`config.mk`:
```
export PLATFORM = sky130hd
export DESIGN_NAME = mem_bus_arbiter
export DESIGN_NICKNAME = d
export VERILOG_FILES = /design/src/rtl/mem_bus_arbiter.sv
export SDC_FILE = /design/constraint.sdc
export NUM_CORES = 1
export LEC_CHECK = 0
export BUFFER_PORTS_ARGS = -buffer_cell sky130_fd_sc_hd__buf_2
export CAP_MARGIN = 20
export CELL_PAD_IN_SITES_DETAIL_PLACEMENT = 0
export CELL_PAD_IN_SITES_GLOBAL_PLACEMENT = 2
export CORE_MARGIN = 1.5
export CORE_UTILIZATION = 11
export CTS_CLUSTER_DIAMETER = 60
export DETAILED_ROUTE_END_ITERATION = 12
export GPL_ROUTABILITY_DRIVEN = 0
export PLACE_DENSITY_LB_ADDON = 0.1
export SLEW_MARGIN = 40
export SYNTH_ARGS = -nofsm -noshare
export SYNTH_HDL_FRONTEND = slang
export SYNTH_SLANG_ARGS = --single-unit
```
`constraint.sdc`:
```
create_clock -name clk -period 2.1 [get_ports clk]
set_input_delay 0.21 -clock clk [delete_from_list [all_inputs] [get_ports clk]]
set_output_delay 0.21 -clock clk [all_outputs]
set_load 0.005 [all_outputs]
```
`src/rtl/mem_bus_arbiter.sv`:
```
// mem_bus_arbiter
//   Shares one split address/data memory bus between the fetch side (I) and
//   the memory-stage side (D). One transaction in flight at a time. D wins by
//   fixed priority unless it has taken STARVE_LIMIT grants in a row while I
//   was waiting, in which case I is granted next. Responses are routed back
//   to whichever requester owns the transaction.
//
// Ports
//   clk, reset                  clock, synchronous active-high reset
//   ireq_*                      fetch request in, addr_ok back
//   iresp_*                     fetch response (data_ok + read data)
//   dreq_*                      data request in (addr/write/size/strobe/wdata)
//   dresp_*                     data response (load data or store ack)
//   bus_req/addr/write/size/
//   strobe/wdata                request phase toward the bus
//   bus_addr_ok                 bus accepted the request this cycle
//   bus_data_ok, bus_rdata      bus completes the outstanding transaction
//
// state | meaning
// IDLE  | no transaction; arbitrate between ireq_valid and dreq_valid
// REQ   | owner's request driven on the bus, waiting for bus_addr_ok
// RESP  | request accepted, waiting for bus_data_ok

module mem_bus_arbiter #(
  parameter int ADDR_W       = 32,
  parameter int DATA_W       = 32,
  parameter int STARVE_LIMIT = 4
) (
  input  logic                clk,
  input  logic                reset,

  input  logic                ireq_valid,
  input  logic [ADDR_W-1:0]   ireq_addr,
  output logic                ireq_addr_ok,
  output logic                iresp_data_ok,
  output logic [DATA_W-1:0]   iresp_data,

  input  logic                dreq_valid,
  input  logic [ADDR_W-1:0]   dreq_addr,
  input  logic                dreq_write,
  input  logic [1:0]          dreq_size,
  input  logic [DATA_W/8-1:0] dreq_strobe,
  input  logic [DATA_W-1:0]   dreq_wdata,
  output logic                dreq_addr_ok,
  output logic                dresp_data_ok,
  output logic [DATA_W-1:0]   dresp_data,

  output logic                bus_req,
  output logic [ADDR_W-1:0]   bus_addr,
  output logic                bus_write,
  output logic [1:0]          bus_size,
  output logic [DATA_W/8-1:0] bus_strobe,
  output logic [DATA_W-1:0]   bus_wdata,
  input  logic                bus_addr_ok,
  input  logic                bus_data_ok,
  input  logic [DATA_W-1:0]   bus_rdata
);

  localparam int SW = $clog2(STARVE_LIMIT + 1);
  localparam logic [SW-1:0] STREAK_MAX = SW'(STARVE_LIMIT);

  typedef enum logic [1:0] {
    IDLE = 2'd0,
    REQ  = 2'd1,
    RESP = 2'd2
  } state_t;

  state_t        state;
  logic          owner;      // 0 = I, 1 = D
  logic [SW-1:0] d_streak;   // consecutive D grants taken while I was waiting

  always_ff @(posedge clk) begin
    if (reset) begin
      state    <= IDLE;
      owner    <= 1'b0;
      d_streak <= '0;
    end else begin
      case (state)
        IDLE: begin
          if (ireq_valid && dreq_valid && d_streak == STREAK_MAX) begin
            owner    <= 1'b0;
            d_streak <= '0;
            state    <= REQ;
          end else if (dreq_valid) begin
            owner <= 1'b1;
            state <= REQ;
            if (ireq_valid) begin
              if (d_streak != STREAK_MAX) d_streak <= d_streak + 1'b1;
            end else begin
              d_streak <= '0;
            end
          end else if (ireq_valid) begin
            owner    <= 1'b0;
            d_streak <= '0;
            state    <= REQ;
          end
        end
        REQ:     if (bus_addr_ok) state <= RESP;
        RESP:    if (bus_data_ok) state <= IDLE;
        default: state <= IDLE;
      endcase
    end
  end

  // Reset is synchronous, so the state register can still read REQ/RESP
  // during the first reset cycle; gating with reset keeps every output quiet.
  logic req_act;
  logic resp_act;
  assign req_act  = !reset && (state == REQ);
  assign resp_act = !reset && (state == RESP);

  always_comb begin
    bus_req    = 1'b0;
    bus_addr   = '0;
    bus_write  = 1'b0;
    bus_size   = 2'd0;
    bus_strobe = '0;
    bus_wdata  = '0;
    if (req_act) begin
      bus_req = 1'b1;
      if (owner) begin
        bus_addr   = dreq_addr;
        bus_write  = dreq_write;
        bus_size   = dreq_size;
        bus_strobe = dreq_strobe;
        bus_wdata  = dreq_wdata;
      end else begin
        bus_addr = ireq_addr;
        bus_size = 2'd2;
      end
    end
  end

  assign ireq_addr_ok  = req_act && !owner && bus_addr_ok;
  assign dreq_addr_ok  = req_act &&  owner && bus_addr_ok;

  assign iresp_data_ok = resp_act && !owner && bus_data_ok;
  assign dresp_data_ok = resp_act &&  owner && bus_data_ok;

  assign iresp_data = iresp_data_ok ? bus_rdata : '0;
  assign dresp_data = dresp_data_ok ? bus_rdata : '0;

endmodule

```
**Word level (Yosys, flattened, before mapping)**

Index checks and enable logic that the tools add are counted.

- Eq/ne operators: 8
- Mux-type cells: 27
- $add $sub $neg: 1
- Reductions and logical operators: 19

Operators by type and width:

| cell | count |
|---|---|
| two-way mux 32 bit | 6 |
| two-way mux 3 bit | 5 |
| two-way mux 2 bit | 7 |
| logical AND 1 bit | 12 |
| two-way mux 4 bit | 2 |
| two-way mux 1 bit | 6 |
| one-hot mux 2 bit (3 select lines) | 1 |
| AND reduction 3 bit | 2 |
| inequality test 2 bit (second input constant) | 2 |
| inequality test 4 x 2 -> 1 bit (second input constant) | 1 |
| inequality test 4 bit (second input constant) | 1 |
| adder 3 x 1 -> 3 bit (second input constant) | 1 |
| equality test 3 bit (second input constant) | 1 |
| inequality test 3 bit (second input constant) | 1 |
| nonzero test 3 bit | 1 |
| equality test 2 x 1 -> 1 bit (second input constant) | 1 |
| equality test 2 bit (second input constant) | 1 |
| logical NOT 1 bit | 2 |
| logical NOT 2 bit | 1 |
| AND reduction 2 bit | 1 |

- Bits in registers: 6
- Logic and storage cells: 58
- Output and inout port bits: 140

**Logic depth before layout (Yosys ltp)**

- Word-level depth: 5
- Mapped depth: 7

**Worst setup path after synthesis**

Ideal clock, no wire load.

- Kind: reg2out
- Start: reg state[1]
- End: out bus_size[0]
- Stages on the path, launching flop included: 7
- Arrival: 1250 ps
- Path slack: 640 ps
- Cells stage by stage: dfxtp_1 buf_6 or3b_1 buf_6 clkinv_4 buf_6 and3_1

- Longest elaborated chain between the ends: 3

Ends and longest elaborated chain:

| what | RTL line | source |
|---|---|---|
| start: declaration | 68 | `state_t state;` |
| start signal: assignment | 74 | `state <= IDLE;` |
| start signal: assignment | 83 | `state <= REQ;` |
| start signal: assignment | 86 | `state <= REQ;` |
| equality test 2 x 1 -> 1 bit | 109 | `assign req_act = !reset && (state == REQ);` |
| logical AND 1 bit | 109 |  |
| two-way mux 2 bit | 119 | `if (req_act) begin` |
| end: declaration | 51 | `output logic [1:0] bus_size,` |

No other way between the ends.

**Final worst setup path**

- Start: reg state[0]
- End: out bus_strobe[1]

- Longest elaborated chain between the ends: 3

Ends and longest elaborated chain:

| what | RTL line | source |
|---|---|---|
| equality test 2 x 1 -> 1 bit | 109 |  |
| logical AND 1 bit | 109 |  |
| two-way mux 4 bit | 119 |  |
| end: declaration | 52 | `output logic [DATA_W/8-1:0] bus_strobe,` |

No other way between the ends.

==> flow_summary.json <==
{
  "p_leak_uw": 0.00214,
  "worstHoldPathType": "input pin to flop",
  "ctsResizeCount": 0,
  "drtPass1Iterations": 4,
  "synth_area_mm2": 0.00160,
  "path_class": "flop to output pin",
  "r2r_slack_ns": 0.73,
  "ios": 281,
  "wl_mm": 8.58,
  "seqCellArea_um2": 121,
  "antenna_found_initial": 0,
  "ant_nets": 0,
  "die-width_um": 123,
  "yosysSeqAreaShare": 0.0752,
  "wl_met2_mm": 4.74,
  "vias_per_cell": 3.85,
  "fin_tns_setup_ns": 0,
  "grt_setup_unrepaired": "no",
  "cap_violations": 0,
  "vdd_drop_max_mv": 0.181,
  "slew_violations": 0,
  "start_kind": "flop",
  "design_area_mm2": 0.00324,
  "crit_family": "simple AND/OR/NAND/NOR gates",
  "die_y_um": 123,
  "post-route-period-util": 0.920,
  "cts_buffer_depth": 2,
  "r2r_end": "state[0]",
  "fin_crit_ns": 1.93,
  "coreArea_mm2": 0.0140,
  "num-nets-final": 646,
  "drc_errors": 0,
  "synthCells": 236,
  "hpwl_mm": 7.13,
  "wl_met3_um": 954,
  "drt-met1-wl_mm": 2.85,
  "numCtsBuffers": 3,
  "htreeDepth": 1,
  "slowest_delay_ns": 0.48,
  "cp.arrival_ns": 1.72,
  "fillers": 1622,
  "path_clk_slew_ns": 0.03,
  "die_area_mm2": 0.0152,
  "layout_setup_ws_ns": 0.169,
  "avgSynthCellArea_um2": 6.76,
  "syn_nets": 379,
  "grt_pass1_wl_mm": 11.4,
  "required_ns": 1.89,
  "r2r-start": "state[0]",
  "status": "finished, final reports clean",
  "dp_cells": 678,
  "synth.distinct_cells": 30,
  "hold_path_startpoint": "reset",
  "stdcell_count": 681,
  "drive_gt1_frac": 0.585,
  "clk-insertion-delay-late_ns": 0.23,
  "gr-total-overflow": 0,
  "finalHoldViolCount": 0,
  "worstSetupEndpointType": "output pin",
  "grt_max_degree": 50,
  "dr.max_layer_used": "met4",
  "whs_ns": 0.247,
  "critPathMaxFanout": 41,
  "grt_usage": 0.0963,
  "setup_viol": 0,
  "final.setup_skew_ns": 0.000485,
  "worstHoldEndpoint": "owner",
  "start_util": 0.114,
  "max_freq_ghz": 0.518,
  "ys_warn_count": 0,
  "io_buffers": 280,
  "first_global_vias": 2296,
  "slew_headroom": 0.754,
  "drt_iter0_drc": 69,
  "crit_buf_inv": 2,
  "drt-wirelength-per-cell_um": 12.6,
  "place_area_mm2": 0.00316,
  "cts_tree": "done",
  "area_growth_pct": 103,
  "hold_buffers": 0,
  "vias": 2623,
  "reg2reg_depth": 3,
  "num_antenna_cells": 0,
  "crit_chain": "or3b_1, clkinv_4, and3_1, buf_2",
  "yosys_register_bits": 6,
  "worst_slew_pin_slew_ns": 0.367,
  "post_cts.repair.setup_buffers": 0,
  "clock-root-buffer": "clkbuf_16",
  "cts.sinks": 6,
  "holdPathStages": 2,
  "multiInputGateArea_mm2": 0.00130,
  "power.density_mw_per_mm2": 270,
  "num_rows": 43,
  "dpl_worst_slack_ns": 0.377,
  "critPathSlowestCell": "or3b_1"
}
-- synth_stat cells --
library cell / n / share of area
a211oi_1: 1 / 0.0047
a21bo_2: 1 / 0.0063
a21oi_1: 5 / 0.016
a41oi_1: 1 / 0.0055
and2_1: 64 / 0.25
and3_1: 41 / 0.16
and3b_1: 1 / 0.0055
buf_2: 9 / 0.028
buf_4: 1 / 0.0047
buf_6: 6 / 0.042
clkbuf_1: 9 / 0.021
clkinv_4: 1 / 0.0055
dfxtp_1: 6 / 0.075
ha_1: 2 / 0.016
inv_1: 3 / 0.0071
mux2i_1: 32 / 0.20
nand2_1: 3 / 0.0071
nand3_1: 3 / 0.0094
nand3b_1: 1 / 0.0047
nand4_1: 1 / 0.0039
nor2_1: 36 / 0.085
nor2b_1: 1 / 0.0039
nor3_1: 1 / 0.0031
nor3b_1: 1 / 0.0047
nor4bb_1: 1 / 0.0063
o21ai_0: 1 / 0.0031
o22ai_1: 1 / 0.0039
o31ai_1: 1 / 0.0047
o41ai_1: 1 / 0.0055
or3b_1: 1 / 0.0055
-- layout by cell type, fill, tap and decap left out, types with 2 or more instances in the layout --
cell         n
and3_1      41
mux2i_1     32
and2_1      64
clkbuf_16    3
a21oi_1      5
ha_1         2
buf_12       3
buf_4        4
inv_1        3
nand3_1      3
buf_2      280
nand2_1      3
dfxtp_1      5
nor2_1      36
-- cells by family (layout without fill, tap and decap cells) --
family                     Yosys count  after routing  share of synthesized area
buffers and inverters               29            294                      0.109
AOI/OAI and AO/OA                   12             12                     0.0494
and+or+nand+nor                    155            155                      0.550
DFF                                  6              6                     0.0752
muxes                               32             32                      0.201
adders and majority gates            2              2                     0.0157
-- per-layer routing --
metal  global-route usage  vias to the layer above
li1                     -                     1322
met1               0.0900                     1119
met2                0.208                      180
met3               0.0226                        2
met4               0.0172                        0
met5                    0                        -
-- report_power, final --
group          internal (uW)  switching, uW
clock                    244           62.3
combinational            226            201
sequential               123           16.9
-- through the flow --
step	power, uW	util
2_1_floorplan	358	-
3_3_place_gp	583	0.225
3_5_place_dp	580	0.225
4_1_cts	894	0.230
5_1_grt	946	0.230
6_report	874	0.230
-- sequential cells by signal, indices dropped and copies added (netlist names) --
register  count
d_streak      3
state         2
owner         1
-- area by class of cell --
type / instances / area share
multi-input combinational: 201 / 0.403
sequential: 6 / 0.0375
tap: 180 / 0.0696
timing repair buffer: 287 / 0.461
clock buffer: 3 / 0.0232
inverter: 4 / 0.00619
-- how the worst max path moves through the flow --
stage	cells after the start	startpoint	endpoint	slack, ns
finish	4	state[0]	bus_strobe[1]	0.17
global route	4	state[0]	bus_wdata[0]	0.05
CTS	4	state[0]	bus_strobe[1]	0.12
detailed placement	4	state[0]	bus_strobe[1]	0.38
global placement	4	state[0]	bus_strobe[1]	0.40
floorplan	6	state[1]	bus_size[0]	0.64
Power figures use the tool's default switching activity.
